===== src/rtl/online_pkg.sv =====
// ----------------------------------------------------------------------------
// online_pkg
// Shared definitions for the online signed-digit datapath: the 2-bit digit
// encoding {plus,minus} and the state type of the stream collector. The online
// adder and its bench use the same definitions.
// ----------------------------------------------------------------------------
package online_pkg;

    typedef logic [1:0] digit_t;

    localparam digit_t DIG_POS  = 2'b10;
    localparam digit_t DIG_NEG  = 2'b01;
    localparam digit_t DIG_ZERO = 2'b00;

    typedef enum logic {
        COLLECT = 1'b0,
        HOLD    = 1'b1
    } state_t;

endpackage


===== src/rtl/otf_conv_reg.sv =====
// ----------------------------------------------------------------------------
// otf_conv_reg
// On-the-fly conversion register pair (Q / QM = Q-1). It converts an
// MSD-first radix-2 signed-digit stream to two's complement without a
// carry-propagate adder.
// Ports:
//   clk, asyn_reset_n : clock, async active-low reset
//   en                : a digit is accepted this cycle
//   clr               : with en, return Q/QM to 0/-1 after this digit
//   digit             : signed digit {plus,minus}; 11 is treated as 0
//   q                 : current Q
//   q_nxt             : Q after applying digit (the value the word takes)
// ----------------------------------------------------------------------------
module otf_conv_reg
    import online_pkg::*;
#(
    parameter int W = 9
) (
    input  logic         clk,
    input  logic         asyn_reset_n,
    input  logic         en,
    input  logic         clr,
    input  digit_t       digit,
    output logic [W-1:0] q,
    output logic [W-1:0] q_nxt
);

    logic [W-1:0] q_q,  q_d;
    logic [W-1:0] qm_q, qm_d;
    logic [W-1:0] q_upd, qm_upd;

    // Shift left and append; the MSB drops off, which is safe because the
    // result magnitude always fits in W bits.
    always_comb begin
        q_upd  = {q_q[W-2:0], 1'b0};
        qm_upd = {qm_q[W-2:0], 1'b1};
        case (digit)
            DIG_POS: begin
                q_upd  = {q_q[W-2:0], 1'b1};
                qm_upd = {q_q[W-2:0], 1'b0};
            end
            DIG_NEG: begin
                q_upd  = {qm_q[W-2:0], 1'b1};
                qm_upd = {qm_q[W-2:0], 1'b0};
            end
            default: begin
                q_upd  = {q_q[W-2:0], 1'b0};
                qm_upd = {qm_q[W-2:0], 1'b1};
            end
        endcase
    end

    always_comb begin
        q_d  = q_q;
        qm_d = qm_q;
        if (en) begin
            if (clr) begin
                q_d  = '0;
                qm_d = '1;
            end else begin
                q_d  = q_upd;
                qm_d = qm_upd;
            end
        end
    end

    always_ff @(posedge clk or negedge asyn_reset_n) begin
        if (!asyn_reset_n) begin
            q_q  <= '0;
            qm_q <= '1;
        end else begin
            q_q  <= q_d;
            qm_q <= qm_d;
        end
    end

    assign q     = q_q;
    assign q_nxt = q_upd;

endmodule


===== src/rtl/online_otf_collector.sv =====
// ----------------------------------------------------------------------------
// online_otf_collector
// Sink of the online signed-digit stream. Collects N_DIGITS MSD-first digits,
// converts them on the fly to a W_OUT-bit two's-complement word and offers the
// word on a valid/ready handshake.
//
//   state   | meaning
//   --------+---------------------------------------------------------
//   COLLECT | accepting digits, digit_in_rdy = 1
//   HOLD    | word presented, digits blocked until word_out_rdy
//
// Build option: ONLINE_OTF_BACK_TO_BACK_EN removes HOLD. word_out becomes an
// independent output register; only the final digit of a word stalls while the
// previous word is still undelivered.
//
// Ports:
//   clk, asyn_reset_n            : clock, async active-low reset
//   digit_in/_vld/_rdy           : digit stream input handshake
//   word_out/_vld/_rdy           : converted word output handshake
//   digit_cnt                    : digits accepted into the current word
// ----------------------------------------------------------------------------
module online_otf_collector
    import online_pkg::*;
#(
    parameter  int N_DIGITS = 8,
    localparam int W_OUT    = N_DIGITS + 1,
    localparam int CNT_W    = (N_DIGITS > 1) ? $clog2(N_DIGITS) : 1
) (
    input  logic             clk,
    input  logic             asyn_reset_n,
    input  digit_t           digit_in,
    input  logic             digit_in_vld,
    output logic             digit_in_rdy,
    output logic [W_OUT-1:0] word_out,
    output logic             word_out_vld,
    input  logic             word_out_rdy,
    output logic [CNT_W-1:0] digit_cnt
);

    localparam logic [CNT_W-1:0] LAST_CNT = CNT_W'(N_DIGITS - 1);

    logic [W_OUT-1:0] word_q, word_d;
    logic             vld_q,  vld_d;
    logic [CNT_W-1:0] cnt_q,  cnt_d;
    logic [W_OUT-1:0] q_cur,  q_nxt;
    logic             accept, last, complete;

`ifndef ONLINE_OTF_BACK_TO_BACK_EN
    state_t state_q, state_d;
    assign digit_in_rdy = (state_q == COLLECT);
`else
    assign digit_in_rdy = !vld_q || word_out_rdy || (cnt_q != LAST_CNT);
`endif

    assign accept   = digit_in_vld && digit_in_rdy;
    assign last     = (cnt_q == LAST_CNT);
    assign complete = accept && last;

    otf_conv_reg #(.W(W_OUT)) u_conv (
        .clk          (clk),
        .asyn_reset_n (asyn_reset_n),
        .en           (accept),
        .clr          (last),
        .digit        (digit_in),
        .q            (q_cur),
        .q_nxt        (q_nxt)
    );

    always_comb begin
        word_d = word_q;
        vld_d  = vld_q;
        cnt_d  = cnt_q;
        if (accept) begin
            cnt_d = last ? '0 : cnt_q + 1'b1;
        end
`ifndef ONLINE_OTF_BACK_TO_BACK_EN
        state_d = state_q;
        case (state_q)
            COLLECT: begin
                if (complete) begin
                    word_d  = q_nxt;
                    vld_d   = 1'b1;
                    state_d = HOLD;
                end
            end
            HOLD: begin
                if (word_out_rdy) begin
                    vld_d   = 1'b0;
                    state_d = COLLECT;
                end
            end
            default: state_d = COLLECT;
        endcase
`else
        // Delivery and completion in the same cycle: the new word wins and
        // valid stays high.
        if (vld_q && word_out_rdy) begin
            vld_d = 1'b0;
        end
        if (complete) begin
            word_d = q_nxt;
            vld_d  = 1'b1;
        end
`endif
    end

    always_ff @(posedge clk or negedge asyn_reset_n) begin
        if (!asyn_reset_n) begin
            word_q  <= '0;
            vld_q   <= 1'b0;
            cnt_q   <= '0;
`ifndef ONLINE_OTF_BACK_TO_BACK_EN
            state_q <= COLLECT;
`endif
        end else begin
            word_q  <= word_d;
            vld_q   <= vld_d;
            cnt_q   <= cnt_d;
`ifndef ONLINE_OTF_BACK_TO_BACK_EN
            state_q <= state_d;
`endif
        end
    end

    assign word_out     = word_q;
    assign word_out_vld = vld_q;
    assign digit_cnt    = cnt_q;

    // Q is only observed through q_nxt; the live value is kept for visibility.
    logic unused_q;
    assign unused_q = ^q_cur;

endmodule


===== config.mk =====
export PLATFORM = sky130hd
export DESIGN_NAME = online_otf_collector
export DESIGN_NICKNAME = d
export VERILOG_FILES = /design/src/rtl/online_pkg.sv /design/src/rtl/otf_conv_reg.sv /design/src/rtl/online_otf_collector.sv
export SDC_FILE = /design/constraint.sdc
export NUM_CORES = 1
export LEC_CHECK = 0
export ABC_AREA = 1
export BUFFER_PORTS_ARGS = -buffer_cell sky130_fd_sc_hd__buf_2
export CAP_MARGIN = 5
export CORE_ASPECT_RATIO = 0.6
export CORE_MARGIN = 8
export CORE_UTILIZATION = 30
export CTS_BUF_LIST = sky130_fd_sc_hd__clkbuf_4 sky130_fd_sc_hd__clkbuf_8 sky130_fd_sc_hd__clkbuf_16
export DETAILED_ROUTE_END_ITERATION = 8
export GPL_TIMING_DRIVEN = 0
export PLACE_DENSITY_LB_ADDON = 0.3
export SLEW_MARGIN = 20
export SYNTH_ARGS = -nofsm -noshare
export SYNTH_HDL_FRONTEND = slang
export SYNTH_HIERARCHICAL = 1
export SYNTH_SLANG_ARGS = --single-unit
export TNS_END_PERCENT = 100

===== constraint.sdc =====
create_clock -name clk -period 1.4 [get_ports clk]
set_input_delay 0.07 -clock clk [delete_from_list [all_inputs] [get_ports clk]]
set_output_delay 0.07 -clock clk [all_outputs]
set_load 0.01 [all_outputs]

# Word level (Yosys, flattened, before mapping)
# Index checks and enable logic that the tools add are counted.
[word_totals]
out_inout_bits = 14
in_bits = 6
word_cells = 28
mem_bits_rw = 0
register_bits = 30
mem_bits_ro = 0
latchBits = 0
mem_count = 0
[classes]
eq_ne = 5
reduce_logical = 4
mux = 11
n_bitwise = 1
div_mod_pow = 0
addsub = 1
multipliers = 0
magnitude_cmp = 0
n_shift = 0
[ops]
columns = ["op", "count"]
rows = [
  ["9-bit one-hot mux with 2 select lines", 1],
  ["8-bit two-way mux", 2],
  ["8-bit one-hot mux with 2 select lines", 1],
  ["1-bit two-way mux", 4],
  ["1-bit one-hot mux with 2 select lines", 2],
  ["2-bit AND reduction", 2],
  ["3-bit by 1-bit adder with 3-bit output, second input constant", 1],
  ["3-bit == test, second input constant", 1],
  ["3-bit two-way mux", 1],
  ["2-bit by 1-bit == test with 1-bit output, second input constant", 1],
  ["2-bit == test, second input constant", 1],
  ["1-bit logical AND", 2],
  ["2-bit by 1-bit != test with 1-bit output, second input constant", 1],
  ["2-bit != test, second input constant", 1],
  ["1-bit NOT", 1],
]

# Depth between registers and ports, before layout
# Gate-level depths: netlist of the first run.
[depth]
word_depth = 5
mapped_depth = 9
depth_no_buf = 8

# Hierarchy
# The synthesis of the first run kept the hierarchy.
[modules_own_cells]
columns = ["module", "cells_each", "n_inst", "seq_area_each_um2", "area_each_um2"]
rows = [
  ["otf_conv_reg", 125, 1, 435.4, 960.9],
  ["online_otf_collector", 65, 1, 350.3, 613.1],
]

# Least setup slack after synthesis of the first run
# OpenSTA, ideal clock, no wires.
[synth_timing]
path_type = "register to register"
start = "register cnt_q[0] (netlist: digit_cnt[0])"
end = "register u_conv.qm_q[6]"
n_path_buf = 1
required_time_ns = 1.328
slack_ns = -0.005
stages_incl_launch_ff = 8
setup_ns = 0.072
t_arrival_ns = 1.332
period_less_slack_ns = 1.405
path_cell_list = "dfrtp_1 > ha_1 > ha_1 > nor2_8 > buf_8 > nand3_2 > nand2_1 > inv_1"
[synth_between]
elab_chain_len = 2
[synth_lines]
columns = ["item", "line", "text"]
rows = [
  ["from (decl)", "online_otf_collector.sv:44", "logic [CNT_W-1:0] cnt_q, cnt_d;"],
  ["from (signal assigned)", "online_otf_collector.sv:118", "cnt_q <= cnt_d;"],
  ["3-bit == test", "online_otf_collector.sv:56", "assign last = (cnt_q == LAST_CNT);"],
  ["via last", "online_otf_collector.sv:46", "logic accept, last, complete;"],
  ["8-bit two-way mux", "otf_conv_reg.sv:57", "if (clr) begin"],
  ["to (signal assigned)", "otf_conv_reg.sv:73", "qm_q <= qm_d;"],
  ["to (decl)", "otf_conv_reg.sv:29", "logic [W-1:0] qm_q, qm_d;"],
]
# The timed path passes the listed nets, and every way through them passes these cells.
# A chain may end at the register's enable or synchronous reset.

# Worst setup path in the final report of the first run
# Ends and elaborated chain as after synthesis.

==> flow_summary_export.csv, run 1 <==
group,metric,value,unit
clock_network,tritoncts,"yes",
grt,grt_usage,0.106,
setup_path,slowest_delay,0.38,ns
pwr,switching_share,0.356,
clock_network,clock_sinks,30,
layout,layout_common_cells,"nand2_1, dfrtp_1, buf_2, nand3_1, inv_1",
floorplan,die_h,71.5,um
hold_path,hold_path_class,"input pin to register",
grt,antenna_found_initial,0,
sta,slew_headroom,0.544,
logic_synthesis,avgSynthCellArea,8.27,um2
setup_path,r2r_end,"u_conv/qm_q[6]",
logic_synthesis,synthCells,186,
sta,rsz0062_at_grt,"no",
sta,max_slew.worst_pin.slew,0.683,ns
sta,max_freq,0.760,GHz
setup_path,r2r_cells,7,
setup_path,r2r_slack,0.08,ns
route,drtPass1Iterations,4,
route,antenna_left,0,
outcome,status,"complete, no violations",
setup_path,crit_path_cell_trace,"ha_1, ha_4, nor2_8, buf_8, nand3_2, nand2_1, inv_1",
clock_network,clock_latency,0.28,ns
layout,final_common_cell,"nand2_1",
floorplan,rows,20,
floorplan,num_io_pins,20,
setup_path,endpoint,"u_conv/qm_q[6]",
pwr,power_frac_comb,0.336,
route,avgViaCountPerCell,4.41,
layout,drive_above_1_share,0.290,
setup_path,cp-start-kind,"register",
sta,fin_crit_sh,0.940,
layout,n_fill_cell,532,
pwr,seqPwrFrac,0.442,
sta,drv_slew,0,
sta,setup_viol_count_final,0,
place,port_buffers,19,
run,cap_violations,0,
setup_path,cp.arrival,1.53,ns
floorplan,die_area,7750,um2
setup_path,cp-end-kind,"register",
setup_path,crit_slowest_cell,"dfrtp_1",
logic_synthesis,yosysWarningCount,6,
route,wl_per_cell,12.9,um
floorplan,die_x,108,um
place,pre_cts_ws,-0.0305,ns
pwr,p_int,2150,uW
clock_network,cts_htree_levels,2,
logic_synthesis,syn-cell-area,1540,um2
sta,post-route-min-period,1.32,ns
setup_path,r2r_start,"digit_cnt[0]",
sta,hold_ws,0.122,ns
route,route.detailed.drc,0,
clock_network,cts.clk_slew.worst_paths,0.06,ns
floorplan,initial_utilization,0.307,
route,first_iter_violations,45,
pwr,power.density,1780,nW/um2
floorplan,core-area,5000,um2
layout,syn_to_final_growth,21.5,%
pwr,p_leak,0.00100,uW
pwr,power.switching,1180,uW
grt,grt_pass1_wl,6.47,mm
clock_network,numCtsBuffers,5,
route,vias,1247,
layout,regArea,761,um2
layout,final_nets,226,
place,gp_congestion,0.742,
sta,worst_slack,0.0835,ns
place,dp.final_hpwl,2.58,mm
sta,final-hold-violation-count,0,
clock_network,cts_buffer_depth,2,
setup_path,critPathLaunch,"digit_cnt[0]",
pwr,max-vdd-ir-drop,0.000786,V
sta,fin_skew,0.00555,ns
setup_path,required,1.62,ns
clock_network,clockRootBuffer,"clkbuf_8",
grt,grt_max_degree,31,
setup_path,path_max_fanout,9,
grt,overflow,0,
logic_synthesis,syn_nets,196,
grt,grt_pass1_vias,1310,
layout,insertedDiodeCount,0,
layout,multiInputGateArea,668,um2
layout,fin_util,0.373,
setup_path,path_class,"register to register",
route,routed_wl,3.65,mm
sta,tns,0,ns
pwr,power.share.clock,0.221,
final cells by class:
cell class                      instances  area share
Inverter                               15      0.0355
Timing Repair Buffer                   23      0.0697
Clock buffer                            7      0.0482
Clock inverter                          1     0.00268
Tap cell                               66      0.0442
Buffer                                  7      0.0348
Sequential cell                        30       0.407
Multi-Input combinational cell        134       0.358
sequential cells by signal, summed over array words and instances, names as in the netlist:
name / cells
digit_cnt: 3
state_q: 1
u_conv/q: 8
word_out_vld: 1
word_out: 9
u_conv/qm_q: 8
worst min-delay path by stage:
stage,start,end,slack [ns],cells after the start
floorplan,asyn_reset_n,digit_cnt[0],-0.23,0
global placement,asyn_reset_n,u_conv/q[4],0.16,1
detailed placement,asyn_reset_n,u_conv/q[4],0.15,1
CTS,digit_in_vld,word_out[8],0.11,4
global route,digit_in_vld,word_out[8],0.13,4
finish,digit_in_vld,word_out[8],0.12,4
per-stage QoR:
step | cell area [um2] | std cells | power (uW)
CTS | 1840 | 282 | 3320
finish | 1870 | 283 | 3330
global route | 1870 | 283 | 3630
detailed placement | 1720 | 271 | 2540
floorplan | 1540 | 186 | 2170
global placement | 1720 | 271 | 2520
critical path: cells and delay by family (launching register included):
kind | cells | cell delay [ns]
and+or+nand+nor | 3 | 0.27
adders and majority gates | 2 | 0.43
DFF | 1 | 0.38
buffers and inverters | 2 | 0.18
metal layers:
| metal | wire length, um | share of wire | track usage | vias up |
|---|---|---|---|---|
| li1 | - | - | - | 643 |
| met1 | 2030 | 0.56 | 0.155 | 577 |
| met2 | 1410 | 0.39 | 0.143 | 23 |
| met3 | 193 | 0.053 | 0.0367 | 4 |
| met4 | 22 | 0.0060 | 0.0226 | 0 |
| met5 | 0 | 0 | 0 | - |
power by group through the flow:
stage               logic, uW  registers, uW  clock network, uW
floorplan                 666           1500                  0
global placement         1040           1480                  0
detailed placement       1050           1490                  0
CTS                      1080           1480                767
global route             1290           1520                816
finish                   1120           1470                738
what timing repair did:
| item | CTS | global route |
|---|---|---|
| setup endpoints to repair | 2 | 17 |
| pin swaps | 1 | 0 |
| resized for setup | 1 | 4 |
| buffers inserted | 1 | 1 |
| hold endpoints to repair | 23 | 0 |
| hold buffers | 2 | 0 |
No activity file was read; power rests on OpenSTA's default activity.
==> run 2, diff against run 1 <==
Clock period 1.4 ns to 1.58 ns, I/O delays scaled along.
==> flow_summary_export.csv, run 2 (synthesis gave the netlist of run 1 again) <==
group,metric,value,unit
setup_path,slowest_delay,0.38,ns
grt,grt_pass1_vias,1287,
hold_path,whs_endpoint,"word_out[8]",
place,pre_cts_ws,0.0838,ns
sta,max_freq,0.694,GHz
grt,grt_pass1_wl,6.27,mm
grt,met1_usage,0.143,
grt,overflow,0,
route,first_iter_violations,70,
grt,antenna_found_initial,0,
clock_network,cts_buffer_depth,2,
floorplan,die_x,108,um
grt,met3_usage,0.0394,
setup_path,crit_buf_inv,5,
layout,largest_reg_flops,9,
layout,insertedDiodeCount,0,
sta,slew_headroom,0.552,
pwr,p_leak,0.000994,uW
grt,grtUsageMet2,0.143,
layout,syn_to_final_growth,19.2,%
clock_network,clockRootBuffer,"clkbuf_8",
setup_path,r2r_slack,0.14,ns
sta,worst_slack,0.139,ns
setup_path,cp.arrival,1.66,ns
floorplan,die_h,71.5,um
route,vias,1255,
clock_network,tritoncts,"yes",
pwr,seqPwrFrac,0.450,
setup_path,cp-end-kind,"register",
pwr,power.switching,1040,uW
setup_path,crit_slowest_cell,"dfrtp_1",
route,route.detailed.drc,0,
setup_path,critPathTopFamily,"buffers and inverters",
setup_path,path_max_fanout,13,
floorplan,die_area,7750,um2
sta,fin_crit_sh,0.912,
setup_path,r2r_end,"u_conv/qm_q[6]",
pwr,switching_share,0.358,
setup_path,path_class,"register to register",
hold_path,hold_path_class,"input pin to register",
setup_path,r2r_start,"state_q",
sta,final-hold-violation-count,0,
sta,post-route-min-period,1.44,ns
floorplan,rows,20,
layout,final_common_cell,"nand2_1",
hold_path,hold_start,"digit_in_vld",
layout,n_fill_cell,555,
clock_network,cts_htree_levels,2,
floorplan,core-area,5000,um2
route,drtPass1Iterations,4,
route,antenna_left,0,
setup_path,required,1.80,ns
grt,grt_usage,0.105,
place,gp_congestion,0.769,
floorplan,initial_utilization,0.307,
clock_network,clock_sinks,30,
setup_path,cp-start-kind,"register",
sta,drv_slew,0,
grt,grt-busiest-layer,"met1",
outcome,status,"complete, no violations",
layout,final_nets,224,
clock_network,cts_setup_buffers,0,
place,port_buffers,19,
layout,drive_above_1_share,0.284,
pwr,power_frac_comb,0.323,
place,dp.final_hpwl,2.60,mm
sta,tns,0,ns
pwr,power.share.clock,0.227,
layout,regArea,761,um2
layout,multiInputGateArea,658,um2
setup_path,crit_path_cell_trace,"inv_2, nand2_4, inv_2, inv_4, nor2_8, buf_8, nand3_2, nand2_1, inv_1",
grt,grt_max_degree,31,
sta,max_slew.worst_pin.slew,0.672,ns
sta,fin_skew,0.00551,ns
clock_network,numCtsBuffers,5,
route,avgViaCountPerCell,4.47,
route,wl_per_cell,13.2,um
floorplan,num_io_pins,20,
sta,setup_viol_count_final,0,
sta,rsz0062_at_grt,"no",
layout,layout_common_cells,"nand2_1, dfrtp_1, buf_2, nand3_1, inv_1",
pwr,max-vdd-ir-drop,0.000575,V
pwr,power.density,1580,nW/um2
hold_path,holdPathStages,4,
setup_path,r2r_cells,9,
clock_network,clock_latency,0.28,ns
run,cap_violations,0,
pwr,p_int,1860,uW
route,routed_wl,3.70,mm
clock_network,cts.clk_slew.worst_paths,0.06,ns
setup_path,crit_path_frequent_cell,"inv_2",
[run 2: changes by cell type in the layout (fill, tap and decap cells not counted)]
cell | before | now
clkbuf_4 | 2 | 1
ha_4 | 1 | 0
inv_2 | 2 | 3
buf_4 | 4 | 2
buf_2 | 19 | 20
inv_8 | 1 | 0
ha_2 | 0 | 1
[run 2: worst register-to-register path, stage by stage, from the launching register on]
cell and delay (ns):
dfrtp_1 0.38, inv_2 0.11, nand2_4 0.07, inv_2 0.19, inv_4 0.12, nor2_8 0.16, buf_8 0.15, nand3_2 0.08
nand2_1 0.08, inv_1 0.04
[run 2: area by class of cell]
type / instances / area share
clock inverters: 1 / 0.00273
multi-input cells: 134 / 0.359
flip-flops and latches: 30 / 0.415
plain buffers: 7 / 0.0341
clock buffers: 7 / 0.0491
well taps: 66 / 0.0451
repair buffers: 21 / 0.0628
inverters: 15 / 0.0321
[run 2: routing by layer]
metal	part of all wire	wire [um]
met1	0.55	2030
met2	0.38	1410
met3	0.052	193
met4	0.016	59
met5	0	0
[run 2: stage by stage]
stage | instances | utilization | total power, uW | hold WS, ns | instance area, um2
after floorplan | 186 | - | 1920 | -0.217 | 1540
after global placement | 271 | 0.343 | 2230 | 0.166 | 1720
after detailed placement | 271 | 0.343 | 2240 | 0.169 | 1720
after CTS | 281 | 0.366 | 2940 | 0.114 | 1830
after global routing | 281 | 0.366 | 3150 | 0.120 | 1830
final | 281 | 0.366 | 2900 | 0.128 | 1830
[run 2: what timing repair did]
item / CTS / global route
hold endpoints to repair: 23 / 0
endpoints found under the setup margin: 0 / 2
hold buffers: 2 / 0
gates resized for setup: 0 / 1
[run 2: worst max-delay path by stage]
stage | slack [ns] | depth (start not counted) | from | to
2_1_floorplan | 0.18 | 7 | digit_cnt[0] | u_conv/qm_q[6]
3_3_place_gp | 0.09 | 7 | digit_cnt[0] | u_conv/qm_q[6]
3_5_place_dp | 0.08 | 7 | digit_cnt[0] | u_conv/qm_q[6]
4_1_cts | 0.07 | 7 | digit_cnt[0] | u_conv/qm_q[6]
5_1_grt | 0.006 | 9 | state_q | u_conv/qm_q[6]
6_report | 0.14 | 9 | state_q | u_conv/qm_q[6]
[run 2: power by group through the flow]
stage                     registers (uW)  logic [uW]  clock network [uW]
final                               1300         936                 660
after global routing                1340        1080                 728
after CTS                           1300         944                 693
after detailed placement            1310         934                   0
after global placement              1310         921                   0
after floorplan                     1330         587                   0
==> run 3, diff against run 2 <==
Settings changed: ABC_AREA 1 to default.
==> flow_summary_export.csv, run 3 <==
group,metric,value,unit
layout,layout_common_cells,"dfrtp_1, inv_1, buf_2, nor2_1, mux2_4",
sta,fin_crit_sh,0.957,
grt,overflow,0,
place,placed_area,1670,um2
layout,fin_area,1800,um2
floorplan,die_h,70.6,um
layout,syn_to_final_growth,20.7,%
grt,grt_usage,0.0889,
pwr,p_leak,0.000921,uW
route,routed_wl,3.10,mm
place,port_buffers,19,
outcome,status,"complete, no violations",
sta,max_slew.worst_pin.slew,0.666,ns
setup_path,r2r_end,"u_conv/qm_q[0]",
setup_path,crit_path_cell_trace,"ha_2, ha_4, nand2b_1, buf_4, buf_6, o22a_1",
setup_path,critPathTopFamily,"flip-flops",
sta,drv_slew,0,
pwr,seqPwrFrac,0.431,
sta,post-route-min-period,1.51,ns
sta,final-hold-violation-count,0,
pwr,power.share.clock,0.192,
setup_path,cp-end-kind,"register",
clock_network,tritoncts,"yes",
setup_path,slowest_delay,0.40,ns
pwr,p_int,2270,uW
route,drtPass1Iterations,4,
route,route.detailed.drc,0,
setup_path,required,1.79,ns
logic_synthesis,avgSynthCellArea,12.0,um2
route,first_iter_violations,32,
setup_path,path_max_fanout,9,
place,gp_congestion,0.761,
floorplan,die_x,107,um
grt,met1_usage,0.125,
pwr,power.density,1910,nW/um2
grt,grt_pass1_wl,5.17,mm
clock_network,cts_buffer_depth,2,
place,dp.final_hpwl,2.13,mm
grt,met3_usage,0.0390,
sta,max_freq,0.661,GHz
route,antenna_left,0,
layout,n_fill_cell,504,
setup_path,path_class,"register to register",
grt,grt-busiest-layer,"met1",
floorplan,num_io_pins,20,
logic_synthesis,syn_nets,134,
setup_path,r2r_cells,6,
clock_network,numCtsBuffers,5,
sta,setup_viol_count_final,0,
grt,grt_pass1_vias,1009,
setup_path,crit_slowest_cell,"dfrtp_1",
route,wl_per_cell,14.2,um
setup_path,cp.arrival,1.72,ns
logic_synthesis,synthCells,124,
layout,final_nets,161,
clock_network,clock_sinks,30,
setup_path,r2r_start,"digit_cnt[1]",
route,avgViaCountPerCell,4.48,
sta,fin_skew,0.00207,ns
pwr,power.switching,1170,uW
grt,grtUsageMet2,0.114,
hold_path,hold_path_class,"input pin to register",
run,cap_violations,0,
layout,final_common_cell,"dfrtp_1",
pwr,max-vdd-ir-drop,0.000728,V
route,vias,976,
clock_network,clockRootBuffer,"clkbuf_8",
pwr,p_total,3440,uW
clock_network,cts.clk_slew.worst_paths,0.06,ns
hold_path,holdPathStages,3,
clock_network,clock_latency,0.28,ns
floorplan,die_area,7560,um2
layout,largest_reg_flops,9,
layout,insertedDiodeCount,0,
hold_path,hold_start,"digit_in[1]",
pwr,switching_share,0.340,
logic_synthesis,yosysWarningCount,6,
floorplan,rows,20,
logic_synthesis,syn-cell-area,1490,um2
sta,slew_headroom,0.556,
clock_network,cts_setup_buffers,0,
grt,grt_max_degree,31,
setup_path,crit_buf_inv,2,
layout,drive_above_1_share,0.441,
floorplan,initial_utilization,0.303,
hold_path,whs_endpoint,"u_conv/q[0]",
clock_network,cts_htree_levels,2,
setup_path,r2r_slack,0.07,ns
floorplan,core-area,4930,um2
grt,antenna_found_initial,0,
pwr,power_frac_comb,0.377,
sta,rsz0062_at_grt,"no",
setup_path,cp-start-kind,"register",
## run 3: cell type report
class,count,area (um2),share of cell area
Buffer,8,63.8,0.0354
Timing Repair Buffer,21,115,0.0639
Inverter,20,75.1,0.0417
Clock inverter,1,5.00,0.00278
Multi-Input combinational cell,65,608,0.338
Tap cell,66,82.6,0.0459
Sequential cell,30,761,0.423
Clock buffer,7,90.1,0.0500
## run 3: worst max-delay path by stage
stage,startpoint,endpoint,slack (ns),cells after the start
global placement,digit_in[0],word_out[4],-0.09,8
detailed placement,digit_in[0],word_out[4],-0.11,8
floorplan,digit_cnt[0],u_conv/qm_q[0],0.03,6
CTS,digit_cnt[0],u_conv/qm_q[0],0.007,6
global route,digit_cnt[1],u_conv/qm_q[0],0.008,6
finish,digit_cnt[1],u_conv/qm_q[0],0.07,6
## run 3: power by group through the flow
| stage | Clock (uW) | Sequential [uW] | Combinational, uW |
|---|---|---|---|
| 2_1_floorplan | 0 | 1510 | 848 |
| 3_3_place_gp | 0 | 1460 | 1240 |
| 3_5_place_dp | 0 | 1480 | 1260 |
| 4_1_cts | 689 | 1480 | 1320 |
| 5_1_grt | 731 | 1520 | 1430 |
| 6_report | 660 | 1480 | 1300 |
## run 3: worst min-delay path, cell delays in order
cell and delay [ns]:
buf_2 0.09, ha_1 0.22, o22ai_1 0.10
## run 3: timing repair
item / 4_1_cts / 5_1_grt
pin swaps: 0 / 1
resized for setup: 5 / 2
hold buffers: 2 / 0
hold endpoints to repair: 23 / 0
setup endpoints to repair: 24 / 4
## run 3: routing by layer
metal / share of wire / routed length [um]
met3: 0.051 / 159
met4: 0.013 / 41
met5: 0 / 0
met1: 0.52 / 1620
met2: 0.41 / 1280
## run 3: through the flow
step                 util  instances  hold WS [ns]  setup slack, ns  TNS [ns]
detailed placement  0.339        209         0.165           -0.107    -0.846
CTS                 0.366        219         0.241          0.00715         0
floorplan               -        124        -0.217           0.0259         0
global route        0.365        218         0.266          0.00759         0
finish              0.365        218         0.251           0.0672         0
global placement    0.339        209         0.144          -0.0858    -0.491
